[config.mk]
export PLATFORM = sky130hd
export DESIGN_NAME = int_timer
export DESIGN_NICKNAME = d
export VERILOG_FILES = /design/src/rtl/int_timer_pkg.sv /design/src/rtl/int_timer_prescaler.sv /design/src/rtl/int_timer.sv
export SDC_FILE = /design/constraint.sdc
export NUM_CORES = 1
export LEC_CHECK = 0
export BUFFER_PORTS_ARGS = -buffer_cell sky130_fd_sc_hd__buf_2
export CORE_MARGIN = 3
export CORE_UTILIZATION = 55
export CTS_CLUSTER_DIAMETER = 120
export DETAILED_ROUTE_END_ITERATION = 16
export PLACE_DENSITY_LB_ADDON = 0.1
export SLEW_MARGIN = 10
export SYNTH_ARGS = -nofsm -noshare
export SYNTH_HDL_FRONTEND = slang
export SYNTH_HIERARCHICAL = 1
export SYNTH_SLANG_ARGS = --single-unit
[constraint.sdc]
create_clock -name clk -period 3 [get_ports clk]
set_clock_uncertainty 0.2 [all_clocks]
set_input_delay 0.3 -clock clk [delete_from_list [all_inputs] [get_ports clk]]
set_output_delay 0.3 -clock clk [all_outputs]
set_load 0.005 [all_outputs]
[src/rtl/int_timer_pkg.sv]
// Shared constants for the programmable interval timer: register map,
// CTRL/STATUS bit positions and the IRQ handshake state encoding.
package int_timer_pkg;

  localparam logic [1:0] REG_CTRL   = 2'd0;
  localparam logic [1:0] REG_RELOAD = 2'd1;
  localparam logic [1:0] REG_COUNT  = 2'd2;
  localparam logic [1:0] REG_STATUS = 2'd3;

  localparam int CTRL_EN     = 0;
  localparam int CTRL_AUTO   = 1;
  localparam int CTRL_IE     = 2;
  localparam int CTRL_PS_LSB = 8;

  localparam int STAT_PEND = 0;
  localparam int STAT_OVR  = 1;
  localparam int STAT_EXP  = 2;

  // Interrupt-handler line driven by this timer (irq1 / ack1).
  localparam int TIMER_IRQ_LINE = 1;

  typedef enum logic [1:0] {
    H_IDLE    = 2'd0,
    H_PULSE   = 2'd1,
    H_WAIT_LO = 2'd2,
    H_WAIT_HI = 2'd3
  } hs_state_t;

endpackage

[src/rtl/int_timer_prescaler.sv]
// Prescaler: counts 0..ps while enabled and flags a tick on the terminal
// count; clr restarts the count from zero.
module timer_prescaler #(
  parameter int PS_W = 8
) (
  input  logic            clk,
  input  logic            rst,
  input  logic            en,
  input  logic            clr,
  input  logic [PS_W-1:0] ps,
  output logic            tick
);

  logic [PS_W-1:0] cnt_reg;

  assign tick = en && (cnt_reg == ps);

  always_ff @(posedge clk) begin
    if (rst || clr) begin
      cnt_reg <= '0;
    end else if (en) begin
      cnt_reg <= tick ? '0 : cnt_reg + 1'b1;
    end
  end

endmodule

[src/rtl/int_timer.sv]
// Interval timer with a 4-register I/O window; each accepted expiry raises a
// one-cycle irq and then follows the handler's ack low/high handshake.
module int_timer
  import int_timer_pkg::*;
#(
  parameter int               WIDTH        = 16,
  parameter int               PS_W         = 8,
  parameter logic [WIDTH-1:0] RESET_RELOAD = 16'hFFFF
) (
  input  logic             clk,
  input  logic             rst,
  input  logic [1:0]       io_addr,
  input  logic             io_wr,
  input  logic             io_rd,
  input  logic [WIDTH-1:0] io_din,
  output logic [WIDTH-1:0] io_dout,
  output logic             irq,
  input  logic             ack,
  output logic             tick_out
);

  logic             en_reg, auto_reg, ie_reg;
  logic [PS_W-1:0]  ps_reg;
  logic [WIDTH-1:0] reload_reg, count_reg, dout_reg;
  logic             ovr_reg, exp_reg, irq_reg;
  hs_state_t        state_reg, state_next;

  logic wr_ctrl, wr_reload, wr_count, wr_status;
  logic en_rise, tick, tick_eff, expiry;
  logic [WIDTH-1:0] ctrl_rd, status_rd, rd_mux;
  logic unused_din;

  assign wr_ctrl   = io_wr && (io_addr == REG_CTRL);
  assign wr_reload = io_wr && (io_addr == REG_RELOAD);
  assign wr_count  = io_wr && (io_addr == REG_COUNT);
  assign wr_status = io_wr && (io_addr == REG_STATUS);

  assign en_rise  = wr_ctrl && io_din[CTRL_EN] && !en_reg;
  // A direct COUNT write swallows any tick landing on the same edge.
  assign tick_eff = tick && !wr_count;
  assign expiry   = tick_eff && (count_reg == '0);

  assign unused_din = ^io_din[CTRL_PS_LSB-1:CTRL_IE+1];

  timer_prescaler #(.PS_W(PS_W)) u_prescaler (
    .clk  (clk),
    .rst  (rst),
    .en   (en_reg),
    .clr  (en_rise),
    .ps   (ps_reg),
    .tick (tick)
  );

  always_ff @(posedge clk) begin
    if (rst) begin
      en_reg   <= 1'b0;
      auto_reg <= 1'b0;
      ie_reg   <= 1'b0;
      ps_reg   <= '0;
    end else if (wr_ctrl) begin
      en_reg   <= io_din[CTRL_EN];
      auto_reg <= io_din[CTRL_AUTO];
      ie_reg   <= io_din[CTRL_IE];
      ps_reg   <= io_din[CTRL_PS_LSB +: PS_W];
    end else if (expiry && !auto_reg) begin
      en_reg   <= 1'b0;
    end
  end

  always_ff @(posedge clk) begin
    if (rst) begin
      reload_reg <= RESET_RELOAD;
      count_reg  <= '0;
    end else begin
      if (wr_reload) reload_reg <= io_din;
      if (wr_count) begin
        count_reg <= io_din;
      end else if (en_rise) begin
        count_reg <= reload_reg;
      end else if (tick_eff) begin
        if (count_reg != '0)  count_reg <= count_reg - 1'b1;
        else if (auto_reg)    count_reg <= reload_reg;
      end
    end
  end

  // Sticky flags: a set event on the same edge beats the write-1-to-clear.
  always_ff @(posedge clk) begin
    if (rst) begin
      ovr_reg <= 1'b0;
      exp_reg <= 1'b0;
    end else begin
      ovr_reg <= (ovr_reg && !(wr_status && io_din[STAT_OVR]))
                 || (expiry && (state_reg != H_IDLE));
      exp_reg <= (exp_reg && !(wr_status && io_din[STAT_EXP])) || expiry;
    end
  end

  always_comb begin
    state_next = state_reg;
    case (state_reg)
      H_IDLE:    if (expiry && ie_reg) state_next = H_PULSE;
      H_PULSE:   state_next = H_WAIT_LO;
      H_WAIT_LO: if (!ack) state_next = H_WAIT_HI;
      H_WAIT_HI: if (ack)  state_next = H_IDLE;
      default:   state_next = H_IDLE;
    endcase
  end

  always_ff @(posedge clk) begin
    if (rst) begin
      state_reg <= H_IDLE;
      irq_reg   <= 1'b0;
    end else begin
      state_reg <= state_next;
      irq_reg   <= (state_next == H_PULSE);
    end
  end

  always_comb begin
    ctrl_rd                        = '0;
    ctrl_rd[CTRL_EN]               = en_reg;
    ctrl_rd[CTRL_AUTO]             = auto_reg;
    ctrl_rd[CTRL_IE]               = ie_reg;
    ctrl_rd[CTRL_PS_LSB +: PS_W]   = ps_reg;
    status_rd                      = '0;
    status_rd[STAT_PEND]           = (state_reg != H_IDLE);
    status_rd[STAT_OVR]            = ovr_reg;
    status_rd[STAT_EXP]            = exp_reg;
    case (io_addr)
      REG_CTRL:   rd_mux = ctrl_rd;
      REG_RELOAD: rd_mux = reload_reg;
      REG_COUNT:  rd_mux = count_reg;
      default:    rd_mux = status_rd;
    endcase
  end

  always_ff @(posedge clk) begin
    if (rst)        dout_reg <= '0;
    else if (io_rd) dout_reg <= rd_mux;
  end

  assign io_dout  = dout_reg;
  assign irq      = irq_reg;
  assign tick_out = tick;

endmodule

==> flow_summary.ini, run 1 <==
[detailed_routing]
first_pass_iters = 4
vias_per_cell = 5.838
drc = 0
drtIter0Drc = 158
vias = 3269
drt-total-wl_um = 9193
ant_nets = 0
post_drt_wl_per_cell_um = 16.42

[pwr]
clockPowerShare_pct = 35.4
p_sw_mw = 0.6442
p_comb_share_pct = 19.7
power_leakage_nw = 1.695
irDropWorstVdd_v = 0.0002709
powerDensity_nw_per_um2 = 558.2
internal-power_mw = 1.720
p_seq_share_pct = 44.9
switching_share_pct = 27.25

[yosys]
netlist_area_um2 = 3715
synth-edff-count = 0
synth_fp_nets = 464
synth_ff_type = dfxtp_1
ys_types = 61
ys.warnings.count = 6
async_reset_ff_share_pct = 0
synthCells = 438
yosysSeqAreaShare_pct = 38.80
postSynthAreaPerCell_um2 = 8.481
synth-seq-cells = 72

[die]
io_pins = 41
die-area_um2 = 7777
fp-row-count = 29
initial_utilization_pct = 57.52
die_w_um = 88.19
core_um2 = 6459
dieHeight_um = 88.19

[run_status]
status = complete, no violations

[clocking]
htreeDepth = 3
path_clk_slew_ns = 0.07
cts_tree = built
insertion_delay_ns = 0.35
ctsRootBufferMaster = clkbuf_8
cts_sinks = 72
cts-buffers-inserted = 9
cts.path.max_buffers = 2

[timing]
tightest_slew_ns = 0.6781
setup_viol = 0
hold_violations = 0
fin_setup_tns_ns = 0
max-slew-margin-rel_pct = 54.79
holdWs_ns = 0.01074
rsz0062_at_grt = false
timing.fmax_mhz = 406.0
slew_violations = 0
fin_crit_ns = 2.463
fin_crit_sh_pct = 82.11

[global_route]
grt_pass1_vias = 3073
overflow = 0
grt_pass1_wl_um = 15470
antenna_found_initial = 0
grt_max_degree = 41
grt_usage_pct = 25.81

[finish]
nNetsFinal = 504
area_delta_synth_final_pct = 14.01
fillers = 559
diodes = 0
drive_gt1_share_pct = 19.88
utilization_pct = 65.58

[setup_path]
cp_max_fo = 15
endpoint_kind = flip-flop
worstSetupPathType = reg2reg
required_ns = 3.04
cp.arrival_ns = 2.50
start_kind = flip-flop

[placed_design]
gp_congestion = 0.8816
dp_hpwl_um = 6546
io_buffers = 40

[min_path]
hold_class = in2reg

[run]
drv_cap = 0
-- repair_timing --
| item | 4_1_cts | 5_1_grt |
|---|---|---|
| hold buffers | 6 | 0 |
| buffers inserted | 0 | 0 |
| endpoints found under the setup margin | 0 | 0 |
| hold endpoints to repair | 6 | 0 |
| gates resized for setup | 0 | 0 |
-- Yosys cell counts, drive strengths merged, types with 2 or more instances --
cell,number,area [µm²]
nand3,6,35.03
nor2,67,251.5
o21ai,4,23.77
nor3b,2,20.02
a311oi,2,17.52
a22oi,6,45.04
o31ai,2,28.78
mux2,7,82.57
or2,3,18.77
inv,6,22.52
o221a,9,101.4
nand2,65,246.5
nor2b,5,31.28
nand2b,3,18.77
a32oi,4,35.03
o311ai,2,17.52
nand3b,18,135.1
dfxtp,72,1441
a21oi,31,155.2
mux2i,12,120.1
clkbuf,20,75.07
a211oi,13,97.59
buf,8,57.55
o22ai,2,12.51
nor3,8,51.30
nand4,8,56.30
xor2,3,26.28
and2,2,15.02
ha,3,37.54
mux4,3,67.56
nor4,4,46.29
o21a,2,15.01
xnor2,22,192.7
nor4b,2,17.52
nand4b,2,17.52
-- kinds of logic (layout without fill, tap and decap cells) --
| kind of cell | after synthesis | count (layout) | share of synthesized area (%) |
|---|---|---|---|
| AOI/OAI and AO/OA | 85 | 85 | 16.61 |
| xor gates and xnor gates | 25 | 25 | 5.894 |
| adders and majority gates | 3 | 3 | 1.011 |
| buffers and inverters | 34 | 79 | 4.176 |
| DFF | 72 | 72 | 38.80 |
| muxes | 22 | 22 | 7.275 |
| and+or+nand+nor | 197 | 197 | 26.24 |
-- area by class of cell --
cell class	instances	area, µm²	area share (%)
sequential	72	1441	34.03
timing repair buffer	57	342.8	8.095
clock buffer	13	148.9	3.516
clock inverter	3	65.06	1.536
multi-input combinational	332	2118	50.01
inverter	6	22.52	0.5318
tap	77	96.34	2.275
-- worst max-delay path, stage by stage (launching register included) --
cell	delay [ns]
dfxtp_1	0.41
inv_1	0.10
ha_1	0.20
nor4b_1	0.14
nand4_1	0.20
buf_4	0.20
and2_4	0.28
mux2_2	0.36
o221a_2	0.26
-- power by group through the flow --
| stage | sequential (mW) | combinational (mW) | clock [mW] |
|---|---|---|---|
| after detailed placement | 1.08 | 0.457 | 0 |
| final | 1.06 | 0.467 | 0.836 |
| after CTS | 1.06 | 0.466 | 0.852 |
| after global placement | 1.08 | 0.448 | 0 |
| after global routing | 1.07 | 0.522 | 0.894 |
| after floorplan | 1.07 | 0.362 | 0 |
-- layout by cell type (no fill, tap or decap), types with 4 or more instances in the layout --
master | netlist | layout
o221a_2 | 8 | 8
dlygate4sd3_1 | 0 | 6
a21oi_1 | 31 | 31
buf_4 | 0 | 11
nor2_1 | 67 | 67
nand3b_1 | 18 | 18
a211oi_1 | 13 | 13
nand3_1 | 5 | 5
xnor2_1 | 22 | 22
mux2i_1 | 12 | 12
a22oi_1 | 6 | 6
a32oi_1 | 4 | 4
inv_1 | 6 | 6
nand4_1 | 7 | 7
mux2_2 | 6 | 6
nor3_1 | 7 | 7
nor2b_1 | 5 | 5
buf_2 | 4 | 40
dfxtp_1 | 72 | 72
clkbuf_8 | 0 | 10
nand2_1 | 64 | 64
-- per-layer routing --
metal,wire [µm],global-route usage (%),vias to the layer above,share of wire [%]
li1,-,-,1636,-
met1,4142,33.68,1534,45
met2,4406,41.88,82,48
met3,469,6.397,17,5.1
met4,175,8.379,0,1.9
met5,0,0,-,0
-- through the flow --
stage          cells  cell area, µm²  total power [mW]  setup slack [ns]
2_1_floorplan    438            3715             1.429            0.7300
3_3_place_gp     538            3961             1.529            0.6253
3_5_place_dp     538            3961             1.539            0.5818
4_1_cts          560            4235             2.379            0.5576
5_1_grt          560            4235             2.485            0.4071
6_report         560            4235             2.364            0.5367
-- final timing paths --
check	start	to	slack (ns)	cells after the start
max	count_reg[0]	count_reg[14]	0.54	8
min	io_din[12]	reload_reg[12]	0.01	3
max reg2reg	count_reg[0]	count_reg[14]	0.54	8
min reg2reg	io_dout[3]	io_dout[3]	0.28	2
Power figures use the tool's default switching activity.
==> inputs of run 2 (changes only) <==
--- a/config.mk
+++ b/config.mk
@@ -7,7 +7,7 @@
 export LEC_CHECK = 0
 export BUFFER_PORTS_ARGS = -buffer_cell sky130_fd_sc_hd__buf_2
 export CORE_MARGIN = 3
-export CORE_UTILIZATION = 55
+export CORE_UTILIZATION = 53
 export CTS_CLUSTER_DIAMETER = 120
 export DETAILED_ROUTE_END_ITERATION = 16
 export PLACE_DENSITY_LB_ADDON = 0.1
==> constraint.sdc (replaced) <==
create_clock -name clk -period 2 [get_ports clk]
set_clock_uncertainty 0.2 [all_clocks]
set_input_delay 0.2 -clock clk [delete_from_list [all_inputs] [get_ports clk]]
set_output_delay 0.2 -clock clk [all_outputs]
set_load 0.005 [all_outputs]
==> flow_summary.ini, run 2 (synthesis gave the netlist of run 1 again) <==
[pwr]
powerDensity_nw_per_um2 = 720.3
p_seq_share_pct = 43.2
internal-power_mw = 2.538
switching_share_pct = 30.30
p_comb_share_pct = 28.4
clockPowerShare_pct = 28.4
irDropWorstVdd_v = 0.0005725
p_sw_mw = 1.104
power_leakage_nw = 2.123

[detailed_routing]
wl_met1_um = 4800
drc = 0
vias_per_cell = 5.770
drtIter0Drc = 305
ant_nets = 0
top_layer = met4
post_drt_wl_per_cell_um = 17.39
first_pass_iters = 5
drt-total-wl_um = 11320
wl_met3_um = 777
wl_met2_um = 5442
vias = 3756

[clocking]
cts_sinks = 72
cts-buffers-inserted = 9
cts.path.max_buffers = 2
cts_tree = built
htreeDepth = 3
path_clk_slew_ns = 0.07
insertion_delay_ns = 0.36
ctsRootBufferMaster = clkbuf_8

[setup_path]
r2r_cells = 9
cp_max_fo = 5
rr_endpoint = count_reg[10]
r2r_slack_ns = -0.1
rr_startpoint = count_reg[0]
worstSetupPathType = reg2reg
endpoint_kind = flip-flop
start_kind = flip-flop
cp.arrival_ns = 2.15
required_ns = 2.05

[finish]
area_delta_synth_final_pct = 36.11
drive_gt1_share_pct = 34.23
nNetsFinal = 582
most-common-layout-cells = buf_4 (71), nor2_1 (65), nand2_1 (62), dfxtp_1 (62), buf_2 (40)
fillers = 476
diodes = 0
multi_input_area_um2 = 2333
layout_commonest_cell = buf_4
seqCellArea_um2 = 1456
instances_no_fill = 651

[die]
dieHeight_um = 89.72
io_pins = 41
core_um2 = 6568
die_w_um = 89.72
initial_utilization_pct = 56.56
fp-row-count = 29
die-area_um2 = 8050

[run_status]
violations = setup timing
status = finished, violations left

[min_path]
hold_depth = 4
hold_class = in2reg
hold_path_end = exp_reg
min-delay-start = io_wr

[global_route]
overflow = 0
grt_pass1_vias = 3732
grt_pass1_wl_um = 18010
grt_max_degree = 30
antenna_found_initial = 0
grt_usage_pct = 27.55

[timing]
slew_violations = 0
max-slew-margin-rel_pct = 60.59
rsz0062_at_grt = true
holdWs_ns = 0.03884
fin_crit_sh_pct = 105.0
setup_viol = 15
fin_crit_ns = 2.099
tightest_slew_ns = 0.5911
layout_setup_ws_ns = -0.09927
timing.fmax_mhz = 476.4
hold_violations = 0
fin_setup_tns_ns = -0.8425

[placed_design]
place_ws_ns = -0.1879
gp_congestion = 0.9518
dp_hpwl_um = 7623
dp_cells = 611
io_buffers = 40

[run]
drv_cap = 0
## run 2: cell types whose count changed in the layout (fill, tap and decap cells not counted), sizes merged
cell	change
buf	+64
dlygate4sd3	+12
and2	+1
bufinv	-2
clkbuf	-1
nand2	+1
## run 2: how the worst max path moves through the flow
stage	startpoint	end	slack, ns	cells past startpoint
4_1_cts	count_reg[0]	count_reg[15]	-0.08	9
6_report	count_reg[0]	count_reg[10]	-0.1	9
3_3_place_gp	count_reg[10]	count_reg[8]	-0.12	6
5_1_grt	count_reg[0]	count_reg[14]	-0.18	9
2_1_floorplan	count_reg[10]	count_reg[12]	-0.04	7
3_5_place_dp	count_reg[10]	count_reg[8]	-0.19	6
## run 2: area by class of cell
class | count | share of cell area, %
clock buffers | 12 | 3.069
inverters | 6 | 0.4454
repair buffers | 133 | 19.13
well taps | 93 | 2.301
clock inverters | 1 | 0.09899
flip-flops and latches | 72 | 28.80
multi-input cells | 334 | 46.15
## run 2: worst max-delay path, cell delays in order, from the launching register on
cell and delay (ns):
dfxtp_2 0.32, inv_2 0.08, buf_4 0.12, ha_2 0.16, nor3b_2 0.16, buf_4 0.17
nand4b_1 0.13, xnor2_1 0.15, mux2_2 0.27, o221a_4 0.23
## run 2: stage by stage
stage | util, % | power, mW | instance area (µm²)
6_report | 76.99 | 3.642 | 5056
5_1_grt | 76.99 | 3.778 | 5056
4_1_cts | 75.71 | 3.596 | 4972
3_5_place_dp | 67.86 | 2.463 | 4457
3_3_place_gp | 67.86 | 2.442 | 4457
2_1_floorplan | - | 2.152 | 3750
## run 2: power by group through the flow
stage	registers (mW)	clock network (mW)	logic (mW)
5_1_grt	1.58	1.09	1.10
4_1_cts	1.57	1.04	0.990
3_5_place_dp	1.60	0	0.862
3_3_place_gp	1.60	0	0.843
6_report	1.57	1.04	1.03
2_1_floorplan	1.60	0	0.548
## run 2: timing repair
item                                   4_1_cts  5_1_grt
endpoints found under the hold margin       30        0
hold buffers                                18        0
cloned                                       2        0
setup endpoints to repair                   16       27
resized for setup                           22       17
buffers inserted                             7        1
pin swaps                                   14        6
## run 2: layer usage
layer / GRT usage (%) / up-vias
li1: - / 1782
met1: 33.81 / 1777
met4: 10.47 / 0
met5: 0 / -
met3: 6.845 / 29
met2: 46.68 / 168
==> inputs of run 3 (changes only) <==
--- a/config.mk
+++ b/config.mk
@@ -11,6 +11,7 @@
 export CTS_CLUSTER_DIAMETER = 120
 export DETAILED_ROUTE_END_ITERATION = 16
 export PLACE_DENSITY_LB_ADDON = 0.1
+export REMOVE_ABC_BUFFERS = 1
 export SLEW_MARGIN = 10
 export SYNTH_ARGS = -nofsm -noshare
 export SYNTH_HDL_FRONTEND = slang
==> flow_summary.ini, run 3 (synthesis gave the netlist of run 1 again) <==
[run_status]
status = finished, violations left
violations = setup timing

[detailed_routing]
first_pass_iters = 5
vias = 3797
drtIter0Drc = 205
post_drt_wl_per_cell_um = 17.83
ant_nets = 0
drc = 0
drt-total-wl_um = 11820
vias_per_cell = 5.727

[global_route]
grt_pass1_wl_um = 18340
grt_pass1_vias = 3726
overflow = 0
antenna_found_initial = 0
grt_usage_pct = 27.86
grt_max_degree = 33

[setup_path]
endpoint_kind = flip-flop
max_stage_delay_ns = 0.40
cp_max_fo = 3
worstSetupPathType = reg2reg
required_ns = 2.04
start_kind = flip-flop
cp.arrival_ns = 2.18
cp_slowest_cell = dfxtp_1
crit_chain = xnor2_2 -> nand4_2 -> nor3_4 -> buf_6 -> inv_2 -> a32o_2 -> nor3_1 -> nor4_2
r2r_cells = 8

[clocking]
cts-buffers-inserted = 9
cts.path.max_buffers = 2
htreeDepth = 3
ctsRootBufferMaster = clkbuf_8
cts_tree = built
insertion_delay_ns = 0.36
path_clk_slew_ns = 0.08
cts_sinks = 72

[placed_design]
dp_hpwl_um = 7617
io_buffers = 40
gp_congestion = 0.9286

[pwr]
irDropWorstVdd_v = 0.0005443
powerDensity_nw_per_um2 = 732.9
power_leakage_nw = 2.189

[finish]
nNetsFinal = 591
layout_commonest_cell = buf_4
diodes = 0
area_delta_synth_final_pct = 40.38
drive_gt1_share_pct = 37.19
most-common-layout-cells = buf_4 (75), nor2_1 (64), dfxtp_1 (64)

[die]
dieHeight_um = 89.72
io_pins = 41
initial_utilization_pct = 56.56
core_um2 = 6568
die-area_um2 = 8050
fp-row-count = 29
die_w_um = 89.72

[timing]
max-slew-margin-rel_pct = 62.76
setup_viol = 16
fin_crit_ns = 2.144
layout_setup_ws_ns = -0.1435
timing.fmax_mhz = 466.5
rsz0062_at_grt = true
slew_violations = 0
hold_violations = 0
holdWs_ns = 0.1568
tightest_slew_ns = 0.5586
fin_crit_sh_pct = 107.2
fin_setup_tns_ns = -0.9076

[min_path]
hold_depth = 5
hold_class = in2reg

[run]
drv_cap = 0
run 3: cell type report:
cell class	count	area, µm²
clock inverter	6	68.82
fill	440	1353
sequential	72	1451
timing repair buffer	143	1070
clock buffer	10	127.6
tap	93	116.4
inverter	6	22.52
multi-input combinational	333	2359
run 3: per-stage QoR:
step | instance area, µm² | instances | total power, mW | worst slack (ns) | utilization (%)
2_1_floorplan | 3582 | 410 | 2.084 | -0.3852 | -
5_1_grt | 5215 | 663 | 3.982 | -0.1890 | 79.41
3_5_place_dp | 4467 | 617 | 2.484 | -0.2988 | 68.01
6_report | 5215 | 663 | 3.822 | -0.1435 | 79.41
4_1_cts | 5035 | 659 | 3.733 | -0.06865 | 76.66
3_3_place_gp | 4467 | 617 | 2.469 | -0.2392 | 68.01
run 3: metal layers:
metal / track usage (%) / up-vias / wire, µm
met3: 5.593 / 34 / 623
met4: 10.09 / 0 / 331
met1: 35.84 / 1818 / 5119
met5: 0 / - / 0
met2: 46.43 / 143 / 5748
li1: - / 1802 / -
run 3: critical path: cells and delay by family, from the launching register on:
family / cells / cell delay [ns]
simple gates: 4 / 0.82
flops: 1 / 0.40
compound gates: 1 / 0.29
buf+inv: 2 / 0.18
xor+xnor: 1 / 0.13
run 3: path summary, 6_finish.rpt:
kind	slack [ns]	endpoint	start
setup / recovery	-0.14	count_reg[13]	ps_reg[3]
hold / removal	0.16	ovr_reg	io_wr
setup reg to reg	-0.14	count_reg[13]	ps_reg[3]
hold reg to reg	0.28	io_dout[5]	io_dout[5]
run 3: what timing repair did:
item	in CTS	in global routing
buffers inserted	6	4
setup endpoints to repair	21	29
hold endpoints to repair	34	0
pin swaps	9	13
cloned	2	0
hold buffers	19	0
resized for setup	33	32
run 3: power breakdown:
group	total, mW	internal (mW)	switching (mW)
Sequential	1.57	1.51	0.0627
Combinational	1.08	0.564	0.521
Clock	1.17	0.582	0.583
